<file path="src/rtl/multicycle_sequencer.sv">
// Multi-cycle FETCH/DECODE/EXECUTE/WRITEBACK sequencer for the single-issue MIPS datapath.
// Owns the PC and IR, registers datapath controls at decode, and supports stall and halt.
module multicycle_sequencer #(
    parameter int                  PC_WIDTH = 32,
    parameter logic [PC_WIDTH-1:0] RESET_PC = '0
) (
    input  logic                clk,
    input  logic                rst_n,
    output logic                imem_req,
    output logic [PC_WIDTH-1:0] imem_addr,
    input  logic                imem_ack,
    input  logic [31:0]         imem_rdata,
    input  logic                stall,
    input  logic                halt_req,
    output logic [PC_WIDTH-1:0] pc,
    output logic [31:0]         ir,
    output logic                write_data_select,
    output logic                alu_op,
    output logic                alu_select,
    output logic                reg_write,
    output logic                retire,
    output logic                illegal_op,
    output logic                halted
);

    typedef enum logic [2:0] {
        S_FETCH     = 3'd0,
        S_DECODE    = 3'd1,
        S_EXECUTE   = 3'd2,
        S_WRITEBACK = 3'd3,
        S_HALT      = 3'd4
    } state_t;

    state_t              r_state, w_next;
    logic [PC_WIDTH-1:0] r_pc;
    logic [31:0]         r_ir;
    logic                r_started;
    logic                r_wds, r_alu_op, r_alu_sel, r_legal;
    logic                w_fetch_done, w_rtype, w_itype;

    // r_started keeps imem_req low until the first clock edge after reset release.
    assign w_fetch_done = (r_state == S_FETCH) && r_started && imem_ack;
    assign w_rtype      = (r_ir[31:26] == 6'b000000);
    assign w_itype      = (r_ir[31:26] == 6'b111111);

    always_comb begin
        w_next = S_FETCH;
        case (r_state)
            S_FETCH:     w_next = w_fetch_done ? S_DECODE : S_FETCH;
            S_DECODE:    w_next = stall ? S_DECODE : S_EXECUTE;
            S_EXECUTE:   w_next = stall ? S_EXECUTE : S_WRITEBACK;
            S_WRITEBACK: w_next = halt_req ? S_HALT : S_FETCH;
            S_HALT:      w_next = halt_req ? S_HALT : S_FETCH;
            default:     w_next = S_FETCH;
        endcase
    end

    always_ff @(posedge clk or negedge rst_n) begin
        if (!rst_n) begin
            r_state   <= S_FETCH;
            r_pc      <= RESET_PC;
            r_ir      <= '0;
            r_started <= 1'b0;
            r_wds     <= 1'b0;
            r_alu_op  <= 1'b0;
            r_alu_sel <= 1'b0;
            r_legal   <= 1'b0;
        end else begin
            r_state   <= w_next;
            r_started <= 1'b1;
            if (w_fetch_done)
                r_ir <= imem_rdata;
            // Controls latch on the edge leaving DECODE so they are stable through WRITEBACK.
            if (r_state == S_DECODE && !stall) begin
                r_wds     <= w_rtype;
                r_alu_op  <= w_rtype;
                r_alu_sel <= w_itype;
                r_legal   <= w_rtype | w_itype;
            end
            if (r_state == S_WRITEBACK) begin
                r_pc      <= r_pc + PC_WIDTH'(4);
                r_wds     <= 1'b0;
                r_alu_op  <= 1'b0;
                r_alu_sel <= 1'b0;
            end
        end
    end

    assign imem_req          = (r_state == S_FETCH) && r_started;
    assign imem_addr         = r_pc;
    assign pc                = r_pc;
    assign ir                = r_ir;
    assign write_data_select = r_wds;
    assign alu_op            = r_alu_op;
    assign alu_select        = r_alu_sel;
    assign reg_write         = (r_state == S_WRITEBACK) && r_legal;
    assign retire            = (r_state == S_WRITEBACK);
    assign illegal_op        = (r_state == S_WRITEBACK) && !r_legal;
    assign halted            = (r_state == S_HALT);

endmodule

</file>
<file path="config.mk">
export PLATFORM = sky130hd
export DESIGN_NAME = multicycle_sequencer
export DESIGN_NICKNAME = d
export VERILOG_FILES = /design/src/rtl/multicycle_sequencer.sv
export SDC_FILE = /design/constraint.sdc
export NUM_CORES = 1
export LEC_CHECK = 0
export ABC_CLOCK_PERIOD_IN_PS = 5240
export CAP_MARGIN = 30
export CORE_MARGIN = 2
export CORE_UTILIZATION = 45
export CTS_CLUSTER_DIAMETER = 150
export DETAILED_ROUTE_END_ITERATION = 12
export PLACE_DENSITY = 0.95
export SETUP_SLACK_MARGIN = 0.5
export SLEW_MARGIN = 20
export SYNTH_ARGS = -nofsm -noshare
export SYNTH_HDL_FRONTEND = slang
export SYNTH_SLANG_ARGS = --single-unit
</file>
<file path="constraint.sdc">
create_clock -name clk -period 5.24 [get_ports clk]
set_clock_uncertainty 0.15 [all_clocks]
set_input_delay 0.524 -clock clk [delete_from_list [all_inputs] [get_ports clk]]
set_output_delay 0.524 -clock clk [all_outputs]
set_load 0.01 [all_outputs]
</file>
After elaboration in Yosys (flattened, before gate mapping):

Cells that the tools add are included.

* input port bits: 37
* bits in registers: 71
* word-level logic and storage cells: 34
* output and inout bits: 104

* $add $sub $neg: 1
* bitwise logic cells: 1
* reductions and logical operators: 11
* muxes and demuxes: 9
* equality and inequality tests: 5

Operator list (count)
* $add 32x3->32 const B: 1
* $pmux 3 s4: 1
* $eq 3x2->1 const B: 2
* $eq 6x6->1 const B: 1
* $logic_not 6->1: 1
* $mux 1: 6
* $logic_and 1x1->1: 5
* $eq 3x1->1 const B: 1
* $eq 3x3->1 const B: 1
* $logic_not 3->1: 1
* $mux 3: 1
* $logic_not 1->1: 2
* $mux 2: 1
* $reduce_bool 2->1: 1
* $reduce_or 2->1: 1
* $or 1x1->1: 1

Logic depth before layout (Yosys ltp):

Gate-level depths: netlist of the first run.

* word-level depth: 5
* depth in mapped cells: 5
* mapped depth without buffers: 5

Least setup slack after synthesis of the first run:

OpenSTA, ideal clock, no wires.

* path kind: reg2reg
* start point: register r_state[1]
* end point: register r_ir[10] (netlist: ir[10])
* arrival time: 1819 ps
* clock period less this slack: 2094 ps
* setup time: 125 ps
* required time: 4965 ps
* stages on the path, launching flop included: 5
* path slack: 3146 ps
* path buffers: 1
* path through: dfrtp_1 nor4b_1 nand2_1 buf_1 mux2_2

* longest elaborated chain between the ends: 3

RTL lines
* start: declaration: RTL line 34 `state_t r_state, w_next;`
* start signal: assignment: RTL line 69 `r_state <= w_next;`
* $logic_not 3->1
* $logic_and 1x1->1
* via imem_req: RTL line 9 `output logic imem_req,`
* $logic_and 1x1->1: RTL line 42 `assign w_fetch_done = (r_state == S_FETCH) && r_started && imem_ack;`
* end signal: assignment: RTL line 72 `r_ir <= imem_rdata;`
* end: declaration: RTL line 36 `logic [31:0] r_ir;`

The timed path passes the listed nets, and every way through them passes these cells.
A chain may end at the register's enable or synchronous reset.

Worst setup path after layout of the first run:

* start point: register r_state[2]
* end point: output port reg_write

* longest elaborated chain between the ends: 2

RTL lines
* $eq 3x2->1: RTL line 96 `assign reg_write = (r_state == S_WRITEBACK) && r_legal;`
* $logic_and 1x1->1: RTL line 96
* end: declaration: RTL line 20 `output logic reg_write,`

No other way between the ends.

==> flow_summary.ini, run 1 <==
[pwr]
share_clk_of_total_power_pct = 24.6
power_density_nw_per_um2 = 452.4
design_power_total_w = 0.002099
switching_power_w = 0.0006215
vdd_drop_max_uv = 350.1
power_leakage_nw = 1.931
seqPwrFrac_pct = 39.6
pwr-share-comb_pct = 35.7
power.switching_fraction_pct = 29.61
p_int_w = 0.001477

[timing]
finalCritPeriodShare_pct = 54.02
tightest_slew_ns = 0.8409
maxClockFrequency_mhz = 353.3
timing.final.max_slew_violations = 0
minimum_clock_period_after_layout_ns = 2.830
tns_ns = 0
slew_headroom_pct = 43.47
hold_worst_slack_ns = 0.05716
setup_viol_count_final = 0
setup_repair_after_global_routing_missed_its_margin = false
finalHoldViolations = 0

[logic_synthesis]
synthCells = 258
synth_top_flop_cell = sky130_fd_sc_hd__dfrtp_1
ys_seq_elements = 69
register_area_share_after_synthesis_pct = 54.70
netlist_area_um2 = 3157
synth.avg_cell_area_um2 = 12.24
async_reset_ff_share_pct = 100.0
synth-edff-count = 0
synth_cell_type_count = 33
synth.yosys.warnings = 0

[clock_tree]
cts-root-buf = sky130_fd_sc_hd__clkbuf_8
h-tree-depth = 3
tritoncts = done
ctsResizeCount = 0
clk_pin_slew_worst_paths_ns = 0.07
cts_hold_buffers = 0
cts_setup_buffers = 0
cts.sink_count = 69
clock_insertion_delay_worst_skew_ns = 0.33
clock_tree.buffer_depth = 2
cts_inserted_buffers = 9

[setup_path]
slowest_delay_ns = 0.53
critical_path.top_delay_family = simple AND/OR/NAND/NOR gates
critical_path.endpoint_type = output port
reg2reg_depth = 4
required_time_of_the_critical_path_ns = 4.57
cp_max_fo = 7
critical_path.n_buffers_inverters = 1
crit_path_cell_trace = nand2b_1, nor2_1, and2_1, clkdlybuf4s50_1
critical_path.reg2reg.startpoint = r_state[1]$_DFF_PN0_
critical_path_arrival_ns = 2.16
crit_type = reg2out
rr_endpoint = ir[23]$_DFFE_PN0P_
critPathSlowestCell = sky130_fd_sc_hd__clkdlybuf4s50_1
ff2ff_setup_slack_ns = 2.96
stages_on_worst_setup_path = 4
timing.critical_path.from_type = flip-flop

[grt]
met2_usage_pct = 31.89
remaining_global_route_overflow = 0
initial_antenna_violation_count = 0
vias_in_the_first_global_route = 2355
met3_usage_pct = 7.163
grt.met1_usage_pct = 22.77
grt_first_pass_wirelength_um = 11340
grt-busiest-layer = met2
grt_start_max_net_pins = 70
groute.usage.overall_pct = 19.16

[routing]
detail_route.vias_per_cell = 4.958
detailedRoute.firstIterationViolations = 101
drt_pre_antenna_iters = 4
via_count = 2345
route.detailed.drc = 0
postRouteAntennaNets = 0
wl_per_cell_um = 14.80
detail_route.wirelength_um = 7000

[layout]
finalNetCount = 410
fraction_of_the_core_area_covered_by_cells_at_the_end_of_the_flow_pct = 68.29
num_antenna_cells = 0
share_of_layout_cells_above_drive_strength_1_pct = 15.65
syn_to_layout_area_delta_pct = 46.97
layoutNonFillerInstCount = 473

[floorplanning]
initial_core_util_pct = 46.46
core_area_um2 = 6794
die-height_um = 87.76
die-area_um2 = 7701
die-width_um = 87.76
fp-row-count = 30
io_pins = 141

[min_path]
hold_path_class = in2async

[flow_run]
drv_cap = 0

[placement]
dp_cells = 456
gp_congestion = 0.8687
detailed_place_hpwl_um = 5250
portBuffers = 136

[status]
result_of_the_run = complete, no violations
==> worst register-to-register path, delay by kind of cell (launching register included) <==
family                 cells  cell delay (ns)
buffers and inverters      1             0.34
DFF                        1             0.48
muxes                      1             0.31
and+or+nand+nor            2             0.88
==> how the worst max path moves through the flow <==
stage | start | slack [ns] | endpoint
2_1_floorplan | r_state[1]$_DFF_PN0_ | 3.15 | ir[10]$_DFFE_PN0P_
3_3_place_gp | r_state[2]$_DFF_PN0_ | 2.85 | reg_write
3_5_place_dp | r_state[2]$_DFF_PN0_ | 2.78 | reg_write
4_1_cts | r_state[2]$_DFF_PN0_ | 2.41 | reg_write
5_1_grt | r_state[2]$_DFF_PN0_ | 2.29 | reg_write
6_report | r_state[2]$_DFF_PN0_ | 2.41 | reg_write
==> per-stage QoR <==
stage                     instance area, µm²  setup WS, ns
final                                   4639         2.410
after global routing                    4639         2.287
after CTS                               4619         2.408
after detailed placement                4382         2.784
after global placement                  4382         2.854
after floorplan                         3168         3.146
==> routing by layer <==
metal	routed length (µm)	vias to the layer above
met5	0	-
li1	-	1087
met1	2771	1144
met3	609	10
met4	98	0
met2	3521	104
==> layout by cell type (no fill, tap or decap), drive strengths merged, types with 2 or more instances in the layout <==
cell,netlist,layout
clkdlybuf4s50,0,135
nor2,8,8
a21oi,3,3
and2,2,2
nand2b,2,2
nor4,5,5
inv,2,2
clkinv,0,4
xnor2,24,24
and3,4,4
nor3,3,3
nand2,14,14
nand3,13,13
xor2,5,5
bufinv,0,3
o21ai,4,4
conb,2,5
dfrtp,69,69
mux2,34,34
and4,2,2
nand4,13,13
buf,38,4
clkbuf,1,9
==> cells in the mapped netlist, types with 4 or more instances <==
library cell / n / area share, %
sky130_fd_sc_hd__and3_1: 4 / 0.79
sky130_fd_sc_hd__nand2_1: 14 / 1.7
sky130_fd_sc_hd__nor2_1: 8 / 0.95
sky130_fd_sc_hd__xor2_1: 5 / 1.4
sky130_fd_sc_hd__nand3_1: 13 / 2.1
sky130_fd_sc_hd__mux2_2: 34 / 12
sky130_fd_sc_hd__nand4_1: 13 / 2.6
sky130_fd_sc_hd__o21ai_0: 4 / 0.63
sky130_fd_sc_hd__xnor2_1: 24 / 6.7
sky130_fd_sc_hd__dfrtp_1: 69 / 55
sky130_fd_sc_hd__buf_4: 35 / 8.3
==> layout make-up <==
class / instances / area (µm²)
Clock buffer: 9 / 123.9
Clock inverter: 7 / 113.9
Fill cell: 506 / 2155
Inverter: 2 / 7.507
Multi-Input combinational cell: 151 / 1156
Sequential cell: 69 / 1727
Tap cell: 96 / 120.1
Timing Repair Buffer: 139 / 1391
==> flip-flops by register name, indices dropped and copies added, names as in the netlist <==
name	flops
r_state	3
r_legal	1
ir	32
r_started	1
alu_select	1
imem_addr	30
alu_op	1
==> kinds of logic (layout without fill, tap and decap cells) <==
group	Yosys count	count (layout)	synth area share, %
DFF	69	69	54.70
muxes	34	34	12.13
buffers and inverters	41	157	9.037
adders and majority gates	1	1	0.3963
other	2	5	0.2379
xor gates and xnor gates	29	29	8.046
AOI/OAI and AO/OA	9	9	1.625
and+or+nand+nor	73	73	13.83
==> power by group through the flow <==
stage | clock network [W] | logic [W] | registers, W
2_1_floorplan | 0 | 0.000265 | 0.000885
3_3_place_gp | 0 | 0.000729 | 0.000828
3_5_place_dp | 0 | 0.000754 | 0.000841
4_1_cts | 0.000526 | 0.000758 | 0.000832
5_1_grt | 0.000557 | 0.000797 | 0.000857
6_report | 0.000517 | 0.000750 | 0.000832
Note: power is estimated with default switching activity, not from simulation.
==> inputs of run 2 (changes only) <==
ABC_CLOCK_PERIOD_IN_PS = 2400   (was 5240)
CORE_UTILIZATION = 38   (was 45)
PLACE_DENSITY = 0.88   (was 0.95)
clock period = 2.4 ns   (was 5.24 ns; I/O delays follow)
==> flow_summary.ini, run 2 (synthesis results as in run 1) <==
[status]
result_of_the_run = complete, no violations

[timing]
finalCritPeriodShare_pct = 81.86
minimum_clock_period_after_layout_ns = 1.965
timing.final.max_slew_violations = 0
finalHoldViolations = 0
setup_repair_after_global_routing_missed_its_margin = true
setup_viol_count_final = 0
final_setup_margin_ns = 0.4354
tns_ns = 0
maxClockFrequency_mhz = 509.0
tightest_slew_ns = 0.7334
slew_headroom_pct = 51.11

[routing]
route.detailed.drc = 0
detail_route.vias_per_cell = 4.843
detail_route.wirelength_um = 6806
wl_per_cell_um = 13.86
via_count = 2378
drt_pre_antenna_iters = 4
postRouteAntennaNets = 0
detailedRoute.firstIterationViolations = 42

[setup_path]
critical_path_arrival_ns = 2.03
timing.critical_path.from_type = flip-flop
cp_max_fo = 4
crit_type = reg2reg
critical_path.endpoint_type = flip-flop
required_time_of_the_critical_path_ns = 2.47

[floorplanning]
fp-row-count = 33
io_pins = 141
initial_core_util_pct = 38.81
die-width_um = 95.15
die-area_um2 = 9053
die-height_um = 95.15
core_area_um2 = 8134

[pwr]
switching_power_w = 0.001322
share_clk_of_total_power_pct = 20.0
seqPwrFrac_pct = 41.5
p_int_w = 0.003051
design_power_total_w = 0.004373
pwr-share-comb_pct = 38.4
power.switching_fraction_pct = 30.23
power_density_nw_per_um2 = 919.5
vdd_drop_max_uv = 536.2
power_leakage_nw = 1.996

[grt]
grt_first_pass_wirelength_um = 10690
vias_in_the_first_global_route = 2344
remaining_global_route_overflow = 0
groute.usage.overall_pct = 15.06
initial_antenna_violation_count = 0
grt_start_max_net_pins = 39

[layout]
syn_to_layout_area_delta_pct = 50.65
largest_register_ff_count = 32
num_antenna_cells = 0
share_of_layout_cells_above_drive_strength_1_pct = 23.06
finalNetCount = 420
most_frequent_cells_in_the_layout = 130 x sky130_fd_sc_hd__clkdlybuf4s50_1, 56 x sky130_fd_sc_hd__dfrtp_1, 34 x sky130_fd_sc_hd__mux2_2, 24 x sky130_fd_sc_hd__xnor2_1
final_common_cell = sky130_fd_sc_hd__clkdlybuf4s50_1
layoutNonFillerInstCount = 491
final.fill_count = 685

[clock_tree]
cts.sink_count = 69
tritoncts = done
clock_insertion_delay_worst_skew_ns = 0.33
cts-root-buf = sky130_fd_sc_hd__clkbuf_8
clock_tree.buffer_depth = 2
clk_pin_slew_worst_paths_ns = 0.07
h-tree-depth = 3
cts_inserted_buffers = 9

[flow_run]
drv_cap = 0

[min_path]
hold_path_class = in2reg

[placement]
detailed_place_hpwl_um = 5038
gp_congestion = 0.8234
preCtsSetupSlack_ns = 0.4542
portBuffers = 136
dp_cells = 468
## run 2: stage by stage
step	area (µm²)	utilization [%]	hold slack, ns
2_1_floorplan	3197	-	-0.2056
3_3_place_gp	4457	54.79	0.1850
3_5_place_dp	4457	54.79	0.1855
4_1_cts	4682	57.56	0.2851
5_1_grt	4756	58.47	0.3205
6_report	4756	58.47	0.3028
## run 2: path summary, 6_finish.rpt
kind                                              to  slack [ns]  cells after the start                 startpoint
max                        imem_addr[21]$_DFFE_PN0P_        0.44                      6       r_state[2]$_DFF_PN0_
min                             r_state[2]$_DFF_PN0_        0.30                      2                   halt_req
max reg2reg                imem_addr[21]$_DFFE_PN0P_        0.44                      6       r_state[2]$_DFF_PN0_
min reg2reg                imem_addr[31]$_DFFE_PN0P_        0.35                      1  imem_addr[31]$_DFFE_PN0P_
max in group asynchronous       r_state[1]$_DFF_PN0_        1.07                      3                      rst_n
min in group asynchronous  imem_addr[21]$_DFFE_PN0P_        0.37                      2                      rst_n
## run 2: area by class of cell
type	count	area (µm²)	area share [%]
inverters	2	7.507	0.1579
repair buffers	149	1475	31.02
well taps	105	131.4	2.762
clock buffers	9	123.9	2.605
multi-input cells	151	1220	25.65
flip-flops and latches	69	1743	36.65
clock inverters	6	55.05	1.158
## run 2: what timing repair did
item                       4_1_cts  5_1_grt
buffers inserted                 2        4
pin swaps                        0        3
setup endpoints to repair       35       50
gates cloned                     0        1
hold buffers                     1        0
resized for setup               13       10
hold endpoints to repair        31        0
## run 2: routing by layer
metal	part of all wire, %	routed length [µm]	GRT usage [%]	vias to the layer above
met5	0	0	0	-
li1	-	-	-	1095
met3	9.1	618	6.008	11
met4	1.2	83	5.556	0
met1	40	2727	17.40	1172
met2	50	3377	25.18	100
## run 2: critical path, cell delays in order, from the launching register on
cell                       delay, ns
sky130_fd_sc_hd__dfrtp_2        0.43
sky130_fd_sc_hd__buf_6          0.12
sky130_fd_sc_hd__buf_6          0.11
sky130_fd_sc_hd__nand4b_4       0.21
sky130_fd_sc_hd__nor4_4         0.19
sky130_fd_sc_hd__or4b_4         0.50
sky130_fd_sc_hd__xnor2_1        0.13
## run 2: power by group through the flow
stage / Combinational [W] / Clock [W] / Sequential [W]
floorplan: 0.000583 / 0 / 0.00195
global placement: 0.00161 / 0 / 0.00180
detailed placement: 0.00165 / 0 / 0.00183
CTS: 0.00168 / 0.000905 / 0.00182
global route: 0.00182 / 0.000954 / 0.00187
finish: 0.00168 / 0.000876 / 0.00182
==> inputs of run 3 (changes only) <==
ABC_CLOCK_PERIOD_IN_PS = 1760   (was 2400)
clock period = 1.76 ns   (was 2.4 ns; I/O delays follow)
==> flow_summary.ini, run 3 (synthesis results as in run 1) <==
[clock_tree]
cts_inserted_buffers = 9
cts.sink_count = 69
clock_insertion_delay_worst_skew_ns = 0.34
tritoncts = done
clk_pin_slew_worst_paths_ns = 0.08
clock_tree.buffer_depth = 2
h-tree-depth = 3
cts-root-buf = sky130_fd_sc_hd__clkbuf_8

[placement]
gp_congestion = 0.8045
dp_cells = 487
preCtsSetupSlack_ns = 0.008946
detailed_place_hpwl_um = 5431
portBuffers = 136

[grt]
grt_first_pass_wirelength_um = 14830
initial_antenna_violation_count = 0
vias_in_the_first_global_route = 3144
grt_start_max_net_pins = 70
groute.usage.overall_pct = 21.28
remaining_global_route_overflow = 0

[timing]
finalHoldViolations = 0
tightest_slew_ns = 0.5070
setup_viol_count_final = 49
slew_headroom_pct = 65.92
minimum_clock_period_after_layout_ns = 1.857
final_setup_margin_ns = -0.09682
setup_repair_after_global_routing_missed_its_margin = true
maxClockFrequency_mhz = 538.6
timing.final.max_slew_violations = 0
finalCritPeriodShare_pct = 105.5

[routing]
postRouteAntennaNets = 0
wl_per_cell_um = 16.55
detail_route.vias_per_cell = 4.826
via_count = 2915
drt_pre_antenna_iters = 4
detail_route.wirelength_um = 9995
route.detailed.drc = 0
detailedRoute.firstIterationViolations = 74

[setup_path]
crit_end = imem_addr[21]$_DFFE_PN0P_
crit_type = reg2reg
critical_path.endpoint_type = flip-flop
crit_path_cell_trace = buf_6, nand4b_4, nor4_4, or4b_4, xnor2_1
timing.critical_path.from_type = flip-flop
critical_path_arrival_ns = 1.96
setup.worst_path.start = r_state[2]$_DFF_PN0_
stages_on_worst_setup_path = 5
critical_path.n_buffers_inverters = 1
ff2ff_setup_slack_ns = -0.1
critical_path.top_delay_family = simple AND/OR/NAND/NOR gates
critPathSlowestCell = sky130_fd_sc_hd__or4b_4
reg2reg_depth = 5
rr_endpoint = imem_addr[21]$_DFFE_PN0P_
required_time_of_the_critical_path_ns = 1.86
critical_path.reg2reg.startpoint = r_state[2]$_DFF_PN0_
cp_max_fo = 4
slowest_delay_ns = 0.50

[floorplanning]
die-width_um = 95.15
initial_core_util_pct = 38.81
die-height_um = 95.15
die-area_um2 = 9053
fp-row-count = 33
io_pins = 141
core_area_um2 = 8134

[flow_run]
drv_cap = 0

[min_path]
hold_path_class = in2async

[status]
failed_checks = negative setup slack
result_of_the_run = finished, violations left

[layout]
num_antenna_cells = 0
most_frequent_cells_in_the_layout = 111 x sky130_fd_sc_hd__buf_6, 56 x sky130_fd_sc_hd__buf_4, 53 x sky130_fd_sc_hd__dfrtp_1, 53 x sky130_fd_sc_hd__buf_2, 35 x sky130_fd_sc_hd__clkdlybuf4s50_1
syn_to_layout_area_delta_pct = 85.22
layoutNonFillerInstCount = 604
largest_register_ff_count = 32
share_of_layout_cells_above_drive_strength_1_pct = 64.53
fraction_of_the_core_area_covered_by_cells_at_the_end_of_the_flow_pct = 71.88
final.fill_count = 556
finalNetCount = 532
final_common_cell = sky130_fd_sc_hd__buf_6

[pwr]
vdd_drop_max_uv = 800.4
power_density_nw_per_um2 = 1113
power_leakage_nw = 2.869
design_power_total_w = 0.006506
run 3: changes by cell type in the layout (fill, tap and decap cells not counted), moves of 4 or more:
cell / before / now
sky130_fd_sc_hd__buf_2: 2 / 53
sky130_fd_sc_hd__buf_4: 7 / 56
sky130_fd_sc_hd__buf_6: 2 / 111
sky130_fd_sc_hd__clkbuf_1: 0 / 4
sky130_fd_sc_hd__clkdlybuf4s50_1: 130 / 35
sky130_fd_sc_hd__clkinv_2: 5 / 1
sky130_fd_sc_hd__dlygate4sd2_1: 5 / 0
sky130_fd_sc_hd__nand3_1: 11 / 7
sky130_fd_sc_hd__nor2_1: 7 / 3
sky130_fd_sc_hd__xnor2_1: 24 / 20
sky130_fd_sc_hd__xnor2_2: 0 / 4
run 3: metal layers:
metal  track usage [%]  vias up  part of all wire, %
li1                  -     1330                    -
met1             22.13     1448                   34
met2             40.20      115                   57
met3             5.059       22                  6.0
met4             9.420        0                  2.4
met5                 0        -                    0
run 3: report_power, final:
part / switching, W / internal, W
Sequential: 0.000335 / 0.00208
Combinational: 0.00117 / 0.00164
Clock: 0.000585 / 0.000695
Total: 0.00209 / 0.00441
run 3: per-stage QoR:
stage	hold WS (ns)	TNS (ns)	instance area (µm²)
floorplan	-0.2696	-0.7683	3277
global placement	0.07500	0	4667
detailed placement	0.08399	0	4667
CTS	0.2562	-0.2895	5572
global route	0.2532	-4.624	5847
finish	0.2413	-1.732	5847
run 3: worst min path at each step:
| stage | from | end | slack, ns | cells after the start |
|---|---|---|---|---|
| floorplan | rst_n | alu_op$_DFFE_PN0P_ | -0.27 | 0 |
| global placement | rst_n | imem_addr[9]$_DFFE_PN0P_ | 0.08 | 2 |
| detailed placement | rst_n | imem_addr[9]$_DFFE_PN0P_ | 0.08 | 2 |
| CTS | halt_req | r_state[2]$_DFF_PN0_ | 0.26 | 2 |
| global route | halt_req | r_state[2]$_DFF_PN0_ | 0.25 | 2 |
| finish | rst_n | imem_addr[8]$_DFFE_PN0P_ | 0.24 | 3 |
run 3: final cells by class:
class / instances / area (µm²) / share of cell area, %
repair buffers: 261 / 2401 / 41.07
flip-flops and latches: 69 / 1747 / 29.87
multi-input cells: 151 / 1373 / 23.48
clock buffers: 14 / 152.6 / 2.611
well taps: 105 / 131.4 / 2.247
clock inverters: 2 / 35.03 / 0.5992
inverters: 2 / 7.507 / 0.1284
run 3: worst reg2reg max path, delay by kind of cell, from the launching register on:
| family | cells | cell delay [ns] |
|---|---|---|
| buffers and inverters | 1 | 0.12 |
| flip-flops | 1 | 0.43 |
| XOR/XNOR | 1 | 0.19 |
| AND/OR/NAND/NOR | 3 | 0.87 |
run 3: repair_timing:
action                                  in CTS  in global routing
hold buffers                                 1                  0
pin swaps                                   15                 15
endpoints found under the setup margin     167                128
cloned                                       0                  2
endpoints found under the hold margin       69                  0
buffers inserted                            83                 15
resized for setup                          521                 25
